[config.mk]
export PLATFORM = sky130hd
export DESIGN_NAME = instr_fetch_queue_flat
export DESIGN_NICKNAME = d
export VERILOG_FILES = /design/src/rtl/instr_fetch_queue_if.sv /design/src/rtl/instr_fetch_queue.sv /design/src/flat_wrapper.sv
export SDC_FILE = /design/constraint.sdc
export NUM_CORES = 1
export LEC_CHECK = 0
export BUFFER_PORTS_ARGS = -buffer_cell sky130_fd_sc_hd__buf_2
export CAP_MARGIN = 20
export CORE_UTILIZATION = 35
export CTS_BUF_LIST = sky130_fd_sc_hd__clkbuf_4
export DETAILED_ROUTE_END_ITERATION = 8
export PLACE_DENSITY_LB_ADDON = 0.08
export SETUP_SLACK_MARGIN = 0.05
export SLEW_MARGIN = 20
export SYNTH_ARGS = -nofsm -noshare
export SYNTH_HDL_FRONTEND = slang
export SYNTH_SLANG_ARGS = --single-unit
[constraint.sdc]
create_clock -name clk -period 6 [get_ports clk]
set_input_delay 0 -clock clk [delete_from_list [all_inputs] [get_ports clk]]
set_output_delay 0 -clock clk [all_outputs]
set_load 0.02 [all_outputs]
[src/rtl/instr_fetch_queue_if.sv]
// ---------------------------------------------------------------------------
// instr_fetch_queue_if
//   Bundles every bus that the fetch queue talks over: the instruction memory
//   request/response port, the decode-side instruction stream, the redirect
//   input and the flush status output.
//
// Handshake rules (all channels):
//   - A request transfers on a rising edge where imem_req_valid and
//     imem_req_ready are both 1. Once raised, valid and addr hold until that
//     transfer; the only exception is a redirect, which drops valid at once.
//   - imem_rsp_valid has no back-pressure. One response comes back for each
//     accepted request, and responses return in request order.
//   - An instruction transfers on a rising edge where instr_valid and
//     instr_ready are both 1. instr and instr_pc hold while instr_valid=1 and
//     instr_ready=0.
//   - redirect_valid is a one-cycle command and needs no handshake.
//
// Modports:
//   master - the fetch queue itself.
//   slave  - the environment: memory, decode and redirect source.
// ---------------------------------------------------------------------------
interface instr_fetch_queue_if;
  logic        imem_req_valid;
  logic [31:0] imem_req_addr;
  logic        imem_req_ready;
  logic        imem_rsp_valid;
  logic [31:0] imem_rsp_data;
  logic        instr_valid;
  logic [31:0] instr;
  logic [31:0] instr_pc;
  logic        instr_ready;
  logic        redirect_valid;
  logic [31:0] redirect_pc;
  logic        flush_busy;

  modport master (
    output imem_req_valid, imem_req_addr,
    input  imem_req_ready,
    input  imem_rsp_valid, imem_rsp_data,
    output instr_valid, instr, instr_pc,
    input  instr_ready,
    input  redirect_valid, redirect_pc,
    output flush_busy
  );

  modport slave (
    input  imem_req_valid, imem_req_addr,
    output imem_req_ready,
    output imem_rsp_valid, imem_rsp_data,
    input  instr_valid, instr, instr_pc,
    output instr_ready,
    output redirect_valid, redirect_pc,
    input  flush_busy
  );
endinterface

[src/rtl/instr_fetch_queue.sv]
// ---------------------------------------------------------------------------
// instr_fetch_queue
//   Sequential instruction fetch in front of decode. The block issues word
//   fetches to a pipelined memory whose latency can vary. It buffers the
//   returned words, each tagged with its PC, in a small circular FIFO, and
//   presents the FIFO head to decode. A redirect flushes the FIFO, restarts
//   fetch at the new PC and silently drops every response still in flight.
//
// Ports:
//   clk    - sole clock, rising edge
//   reset  - asynchronous, active-low
//   bus    - instr_fetch_queue_if.master: imem request/response, instruction
//            stream to decode, redirect input, flush_busy debug output
//
// Parameters:
//   DEPTH     - FIFO entries (power of two, >= 2)
//   MAX_OUTST - cap on memory requests in flight (1..DEPTH)
//   RESET_PC  - first fetch address after reset
// ---------------------------------------------------------------------------
module instr_fetch_queue #(
  parameter int unsigned DEPTH     = 4,
  parameter int unsigned MAX_OUTST = 2,
  parameter logic [31:0] RESET_PC  = 32'h0000_0000
) (
  input  logic                  clk,
  input  logic                  reset,
  instr_fetch_queue_if.master   bus
);

  localparam int unsigned PTR_W = $clog2(DEPTH);
  localparam int unsigned CNT_W = $clog2(DEPTH + 1);
  localparam int unsigned OST_W = $clog2(MAX_OUTST + 1);

  typedef struct packed {
    logic [31:0] data;
    logic [31:0] pc;
  } entry_t;

  // Registered state
  logic [31:0]      fetch_pc_q, fetch_pc_d;
  logic [31:0]      resp_pc_q,  resp_pc_d;
  logic [OST_W-1:0] outst_q,    outst_d;
  logic [OST_W-1:0] drop_q,     drop_d;
  logic [CNT_W-1:0] count_q,    count_d;
  logic [PTR_W-1:0] wr_ptr_q,   wr_ptr_d;
  logic [PTR_W-1:0] rd_ptr_q,   rd_ptr_d;
  logic             run_q,      run_d;
  entry_t           mem_q [DEPTH];
  entry_t           mem_d [DEPTH];

  // Per-cycle decode of the bus
  logic        req_valid;
  logic        req_fire;
  logic        rsp_drop;
  logic        rsp_take;
  logic        pop;
  logic [31:0] target_pc;

  always_comb begin
    // run_q holds off the first request until one edge after reset release.
    // This keeps imem_req_valid low during reset without a combinational
    // path from reset.
    //
    // Outstanding requests plus buffered entries never exceed DEPTH. Every
    // response therefore has a free slot, so overflow cannot happen.
    req_valid = run_q
             && ((32'(count_q) + 32'(outst_q)) < DEPTH)
             && (32'(outst_q) < MAX_OUTST)
             && (drop_q == '0)
             && !bus.redirect_valid;
    req_fire  = req_valid && bus.imem_req_ready;
    rsp_drop  = bus.imem_rsp_valid && (drop_q != '0);
    rsp_take  = bus.imem_rsp_valid && (drop_q == '0);
    pop       = (count_q != '0) && bus.instr_ready;
    target_pc = bus.redirect_pc & ~32'h3;

    fetch_pc_d = fetch_pc_q;
    resp_pc_d  = resp_pc_q;
    outst_d    = outst_q;
    drop_d     = drop_q;
    count_d    = count_q;
    wr_ptr_d   = wr_ptr_q;
    rd_ptr_d   = rd_ptr_q;
    run_d      = 1'b1;
    mem_d      = mem_q;

    if (bus.redirect_valid) begin
      // Redirect beats push and pop. Everything still in flight has to be
      // dropped when it returns. That is the current drop count plus outst.
      // A response landing this cycle is one of those and is already gone,
      // so it is subtracted here.
      fetch_pc_d = target_pc;
      resp_pc_d  = target_pc;
      count_d    = '0;
      wr_ptr_d   = '0;
      rd_ptr_d   = '0;
      outst_d    = '0;
      drop_d     = drop_q + outst_q - OST_W'(bus.imem_rsp_valid);
    end else begin
      if (req_fire) begin
        fetch_pc_d = fetch_pc_q + 32'd4;
      end
      if (rsp_drop) begin
        drop_d = drop_q - OST_W'(1);
      end
      if (rsp_take) begin
        mem_d[wr_ptr_q] = '{data: bus.imem_rsp_data, pc: resp_pc_q};
        wr_ptr_d        = wr_ptr_q + PTR_W'(1);
        resp_pc_d       = resp_pc_q + 32'd4;
      end
      if (pop) begin
        rd_ptr_d = rd_ptr_q + PTR_W'(1);
      end
      count_d = count_q + CNT_W'(rsp_take) - CNT_W'(pop);
      outst_d = outst_q + OST_W'(req_fire) - OST_W'(rsp_take);
    end
  end

  always_ff @(posedge clk or negedge reset) begin
    if (!reset) begin
      fetch_pc_q <= RESET_PC;
      resp_pc_q  <= RESET_PC;
      outst_q    <= '0;
      drop_q     <= '0;
      count_q    <= '0;
      wr_ptr_q   <= '0;
      rd_ptr_q   <= '0;
      run_q      <= 1'b0;
    end else begin
      fetch_pc_q <= fetch_pc_d;
      resp_pc_q  <= resp_pc_d;
      outst_q    <= outst_d;
      drop_q     <= drop_d;
      count_q    <= count_d;
      wr_ptr_q   <= wr_ptr_d;
      rd_ptr_q   <= rd_ptr_d;
      run_q      <= run_d;
    end
  end

  // Storage has no reset. Its contents only reach the outputs while
  // count != 0, and entries are always written before they are counted.
  always_ff @(posedge clk) begin
    mem_q <= mem_d;
  end

  assign bus.imem_req_valid = req_valid;
  assign bus.imem_req_addr  = fetch_pc_q;
  assign bus.instr_valid    = (count_q != '0);
  // The head is masked while the FIFO is empty. Stale entries left by a
  // flush are never visible, and the outputs read zero out of reset.
  assign bus.instr          = (count_q != '0) ? mem_q[rd_ptr_q].data : 32'h0;
  assign bus.instr_pc       = (count_q != '0) ? mem_q[rd_ptr_q].pc   : 32'h0;
  assign bus.flush_busy     = (drop_q != '0);

endmodule

[src/flat_wrapper.sv]
// flat-port wrapper written by rule: the top's interface ports become plain ports
module instr_fetch_queue_flat 
#(
  parameter int unsigned DEPTH     = 4,
  parameter int unsigned MAX_OUTST = 2,
  parameter logic [31:0] RESET_PC  = 32'h0000_0000
)
  (clk, reset, bus_imem_req_valid, bus_imem_req_addr, bus_imem_req_ready, bus_imem_rsp_valid, bus_imem_rsp_data, bus_instr_valid, bus_instr, bus_instr_pc, bus_instr_ready, bus_redirect_valid, bus_redirect_pc, bus_flush_busy);
  instr_fetch_queue_if bus_i ();
  input  logic clk;
  input  logic reset;
  output wire logic [$bits(bus_i.imem_req_valid)-1:0] bus_imem_req_valid;
  output wire logic [$bits(bus_i.imem_req_addr)-1:0] bus_imem_req_addr;
  input wire logic [$bits(bus_i.imem_req_ready)-1:0] bus_imem_req_ready;
  input wire logic [$bits(bus_i.imem_rsp_valid)-1:0] bus_imem_rsp_valid;
  input wire logic [$bits(bus_i.imem_rsp_data)-1:0] bus_imem_rsp_data;
  output wire logic [$bits(bus_i.instr_valid)-1:0] bus_instr_valid;
  output wire logic [$bits(bus_i.instr)-1:0] bus_instr;
  output wire logic [$bits(bus_i.instr_pc)-1:0] bus_instr_pc;
  input wire logic [$bits(bus_i.instr_ready)-1:0] bus_instr_ready;
  input wire logic [$bits(bus_i.redirect_valid)-1:0] bus_redirect_valid;
  input wire logic [$bits(bus_i.redirect_pc)-1:0] bus_redirect_pc;
  output wire logic [$bits(bus_i.flush_busy)-1:0] bus_flush_busy;
  assign bus_imem_req_valid = bus_i.imem_req_valid;
  assign bus_imem_req_addr = bus_i.imem_req_addr;
  assign bus_i.imem_req_ready = bus_imem_req_ready;
  assign bus_i.imem_rsp_valid = bus_imem_rsp_valid;
  assign bus_i.imem_rsp_data = bus_imem_rsp_data;
  assign bus_instr_valid = bus_i.instr_valid;
  assign bus_instr = bus_i.instr;
  assign bus_instr_pc = bus_i.instr_pc;
  assign bus_i.instr_ready = bus_instr_ready;
  assign bus_i.redirect_valid = bus_redirect_valid;
  assign bus_i.redirect_pc = bus_redirect_pc;
  assign bus_flush_busy = bus_i.flush_busy;
  instr_fetch_queue #(.DEPTH(DEPTH), .MAX_OUTST(MAX_OUTST), .RESET_PC(RESET_PC)) u_core (.clk(clk), .reset(reset), .bus(bus_i));
endmodule
==> flow_summary.yaml <==
synth:
  synthArstFlopShare: 0.2250
  ys_seq_area_frac: 0.6836
  ys.flop_type: "edfxtp_1"
  synth_compound_area_frac: 0.03421
  synth_cell_types: 53
  synthAdderAreaFrac: 0.01443
  syn-cell-area_um2: 13530
  synth_cells: 838
  synth.mux.area_fraction: 0.1139
  post_synth.cell_area_avg_um2: 16.15
  ys_warn_count: 0
  synth-simple-area-share: 0.1041
  synth_top_family_by_area: "multiplexers"
  ys_seq_elements: 320
  synth_xor_area_frac: 0.02978
  synth_edf_count: 248
timing:
  tightest_slew_ns: 1.032
  drv_slew: 0
  setup_viol: 0
  setup_slack_ns: 2.303
  slew_headroom: 0.3096
  setup_tns_ns: 0
  hold_slack_ns: 0.07812
  fin_crit_ns: 3.697
  finalCritPeriodShare: 0.6161
  skew_ns: 0.06002
  fmax_mhz: 270.5
  rsz0062_at_grt: "false"
  finalHoldViolations: 0
floorplan:
  dieArea_um2: 39450
  pin_count: 169
  num_rows: 71
  coreArea_um2: 37840
  die_w_um: 198.6
  die_h_um: 198.6
  initial_core_util: 0.3575
route:
  antenna_left: 0
  vias_per_cell: 4.814
  vias: 8473
  drc: 0
  wl_per_cell_um: 18.11
  drtPass1Iterations: 4
  drt-total-wl_mm: 31.87
  detail_route.iter0.violations: 276
global_routing:
  antenna_found_initial: 2
  grt_max_degree: 73
  grt_pass1_vias: 8882
  grt_pass1_wl_mm: 49.69
  overflow: 0
  grt_usage: 0.1677
job:
  maxCapViolCount: 0
hold_path:
  hp-class: "input pin to flop"
  holdCritStartpoint: "bus_redirect_pc[21]"
critical_path:
  startpoint_type: "input pin"
  endpoint_kind: "flop"
  path_max_fanout: 49
  critPathLaunch: "bus_redirect_valid"
  cp.required_ns: 6.68
  r2r_start: "u_core.drop_q[0]"
  worst_ep_arrival_time_ns: 4.38
  critical_path_class: "input pin to flop"
pwr:
  cellPowerDensity_nw_per_um2: 367.8
  totalPowerFinal_mw: 6.348
  ir_drop_mv: 0.2081
  p_leak_nw: 6.383
finish:
  drive_above_1_share: 0.3296
  fin_cells: 1760
  fill_cells: 3516
  area_growth_pct: 27.57
  final_nets: 1268
clock_tree:
  cts_made_buffers: 88
  clk_latency_ns: 0.75
  cts_resized: 0
  cts_sinks: 320
  tritoncts: "done"
  root_buffer: "clkbuf_4"
  cts_max_path_buffers: 3
  htree_levels: 3
  clk_pin_slew_ns: 0.06
placed_design:
  gp_congestion: 0.7695
  hpwl_mm: 18.80
  post-place-ws_ns: 2.630
  dp.cells: 1484
  portBuffers: 162
outcome:
  outcome: "finished clean"
## layout by cell type (no fill, tap or decap), types with 23 or more instances in the layout
master and n:
clkbuf_4 128, and2_1 66, buf_2 161, nand3_1 32, dfrtp_1 70, mux4_2 62
nand2_1 49, xor2_1 23, xnor2_1 23, dlygate4sd3_1 119, edfxtp_1 248, o21ai_0 34
## worst paths after layout
path                       depth (start not counted)                           end  slack [ns]
max                                               11  u_core.bus.imem_req_addr[15]        2.30
min                                                4          u_core.resp_pc_q[21]        0.08
max reg2reg                                       10  u_core.bus.imem_req_addr[15]        2.37
min reg2reg                                        1  u_core.bus.imem_req_addr[23]        0.54
max in group asynchronous                          4  u_core.bus.imem_req_addr[24]        5.28
min in group asynchronous                          4            u_core.wr_ptr_q[0]        0.40
## registers in the layout, indices dropped and copies added, names as in the netlist
name and count:
u_core.mem_q 248, u_core.bus.imem_req_addr 30, u_core.resp_pc_q 30, u_core.count_q 3, u_core.drop_q 2, u_core.outst_q 2, u_core.rd_ptr_q 2, u_core.wr_ptr_q 2
u_core.run_q 1
## worst max-delay path, cell delays in order
cell           delay (ns)
dlygate4sd3_1        0.52
buf_2                0.72
buf_4                0.33
nor2b_1              0.07
nand4_1              0.10
buf_4                0.29
inv_1                0.44
nor2_1               0.93
o21ai_0              0.22
o211ai_1             0.14
dlygate4sd3_1        0.56
## power by group
| group | leakage, nW | total, mW | switching, mW | internal [mW] |
|---|---|---|---|---|
| logic | 2.61 | 1.66 | 0.921 | 0.743 |
| clock network | 0.666 | 1.95 | 0.889 | 1.06 |
| registers | 3.11 | 2.74 | 0.198 | 2.54 |
| total | 6.38 | 6.35 | 2.01 | 4.34 |
## per-layer routing
metal / track usage / routed length (um) / vias to the layer above / part of all wire
met2: 0.2573 / 14530 / 243 / 0.46
met5: 0 / 0 / - / 0
met4: 0.06325 / 569 / 0 / 0.018
li1: - / - / 3960 / -
met1: 0.2297 / 14900 / 4220 / 0.47
met3: 0.04137 / 1862 / 50 / 0.058
## synth_stat cells, types with 2 or more instances
cell | number | area (um^2)
a21o_1 | 2 | 15.01
a21oi_1 | 13 | 65.06
a31oi_1 | 6 | 37.54
and2_1 | 66 | 412.9
and3_1 | 12 | 75.07
and3_2 | 2 | 15.01
and4_1 | 2 | 17.52
buf_1 | 2 | 7.510
buf_2 | 9 | 45.04
buf_4 | 4 | 30.03
clkbuf_1 | 28 | 105.1
conb_1 | 2 | 7.510
dfrtp_1 | 72 | 1802
edfxtp_1 | 248 | 7447
ha_1 | 14 | 175.2
inv_1 | 17 | 63.81
mux2_2 | 12 | 135.1
mux4_2 | 62 | 1396
nand2_1 | 49 | 183.9
nand2b_1 | 2 | 12.51
nand3_1 | 32 | 160.2
nand3_2 | 2 | 20.02
nand4_1 | 21 | 131.4
nand4b_1 | 2 | 17.52
nor2_1 | 21 | 78.83
nor2b_1 | 3 | 18.77
nor3_1 | 4 | 20.02
nor4_1 | 5 | 31.28
nor4_4 | 3 | 63.81
o211ai_1 | 10 | 75.07
o21ai_0 | 34 | 170.2
o311ai_0 | 6 | 52.55
or3_1 | 2 | 12.51
or3_2 | 3 | 22.52
or4_1 | 4 | 30.03
xnor2_1 | 23 | 201.4
xor2_1 | 23 | 201.4
## area by class of cell
class                           instances  area (um^2)  share of cell area
Antenna cell                            2        5.005           0.0002900
Clock buffer                          128        960.9             0.05567
Clock inverter                         26        156.4            0.009061
Inverter                               17        63.81            0.003697
Multi-Input combinational cell        460         4036              0.2339
Sequential cell                       320         9254              0.5361
Tap cell                              511        639.4             0.03704
Timing Repair Buffer                  296         2145              0.1242
## logic make-up after synthesis
group,Yosys count
other,2
AND/OR/NAND/NOR,242
flip-flops,320
adder cells (fa/ha/maj),15
buffers and inverters,61
AO/OA/AOI/OAI,77
XOR/XNOR,46
multiplexers,75
## repair_timing
action | 4_1_cts | 5_1_grt
hold endpoints to repair | 268 | 0
hold buffers | 120 | 0
buffers inserted | 0 | 0
endpoints found under the setup margin | 0 | 0
## metrics by stage
step                      cell area [um^2]    util
after global placement               14900  0.3938
after global routing                 17260  0.4561
final                                17260  0.4561
after floorplan                      13540       -
after detailed placement             14920  0.3942
after CTS                            17260  0.4560
(Power assumes the default switching activity.)
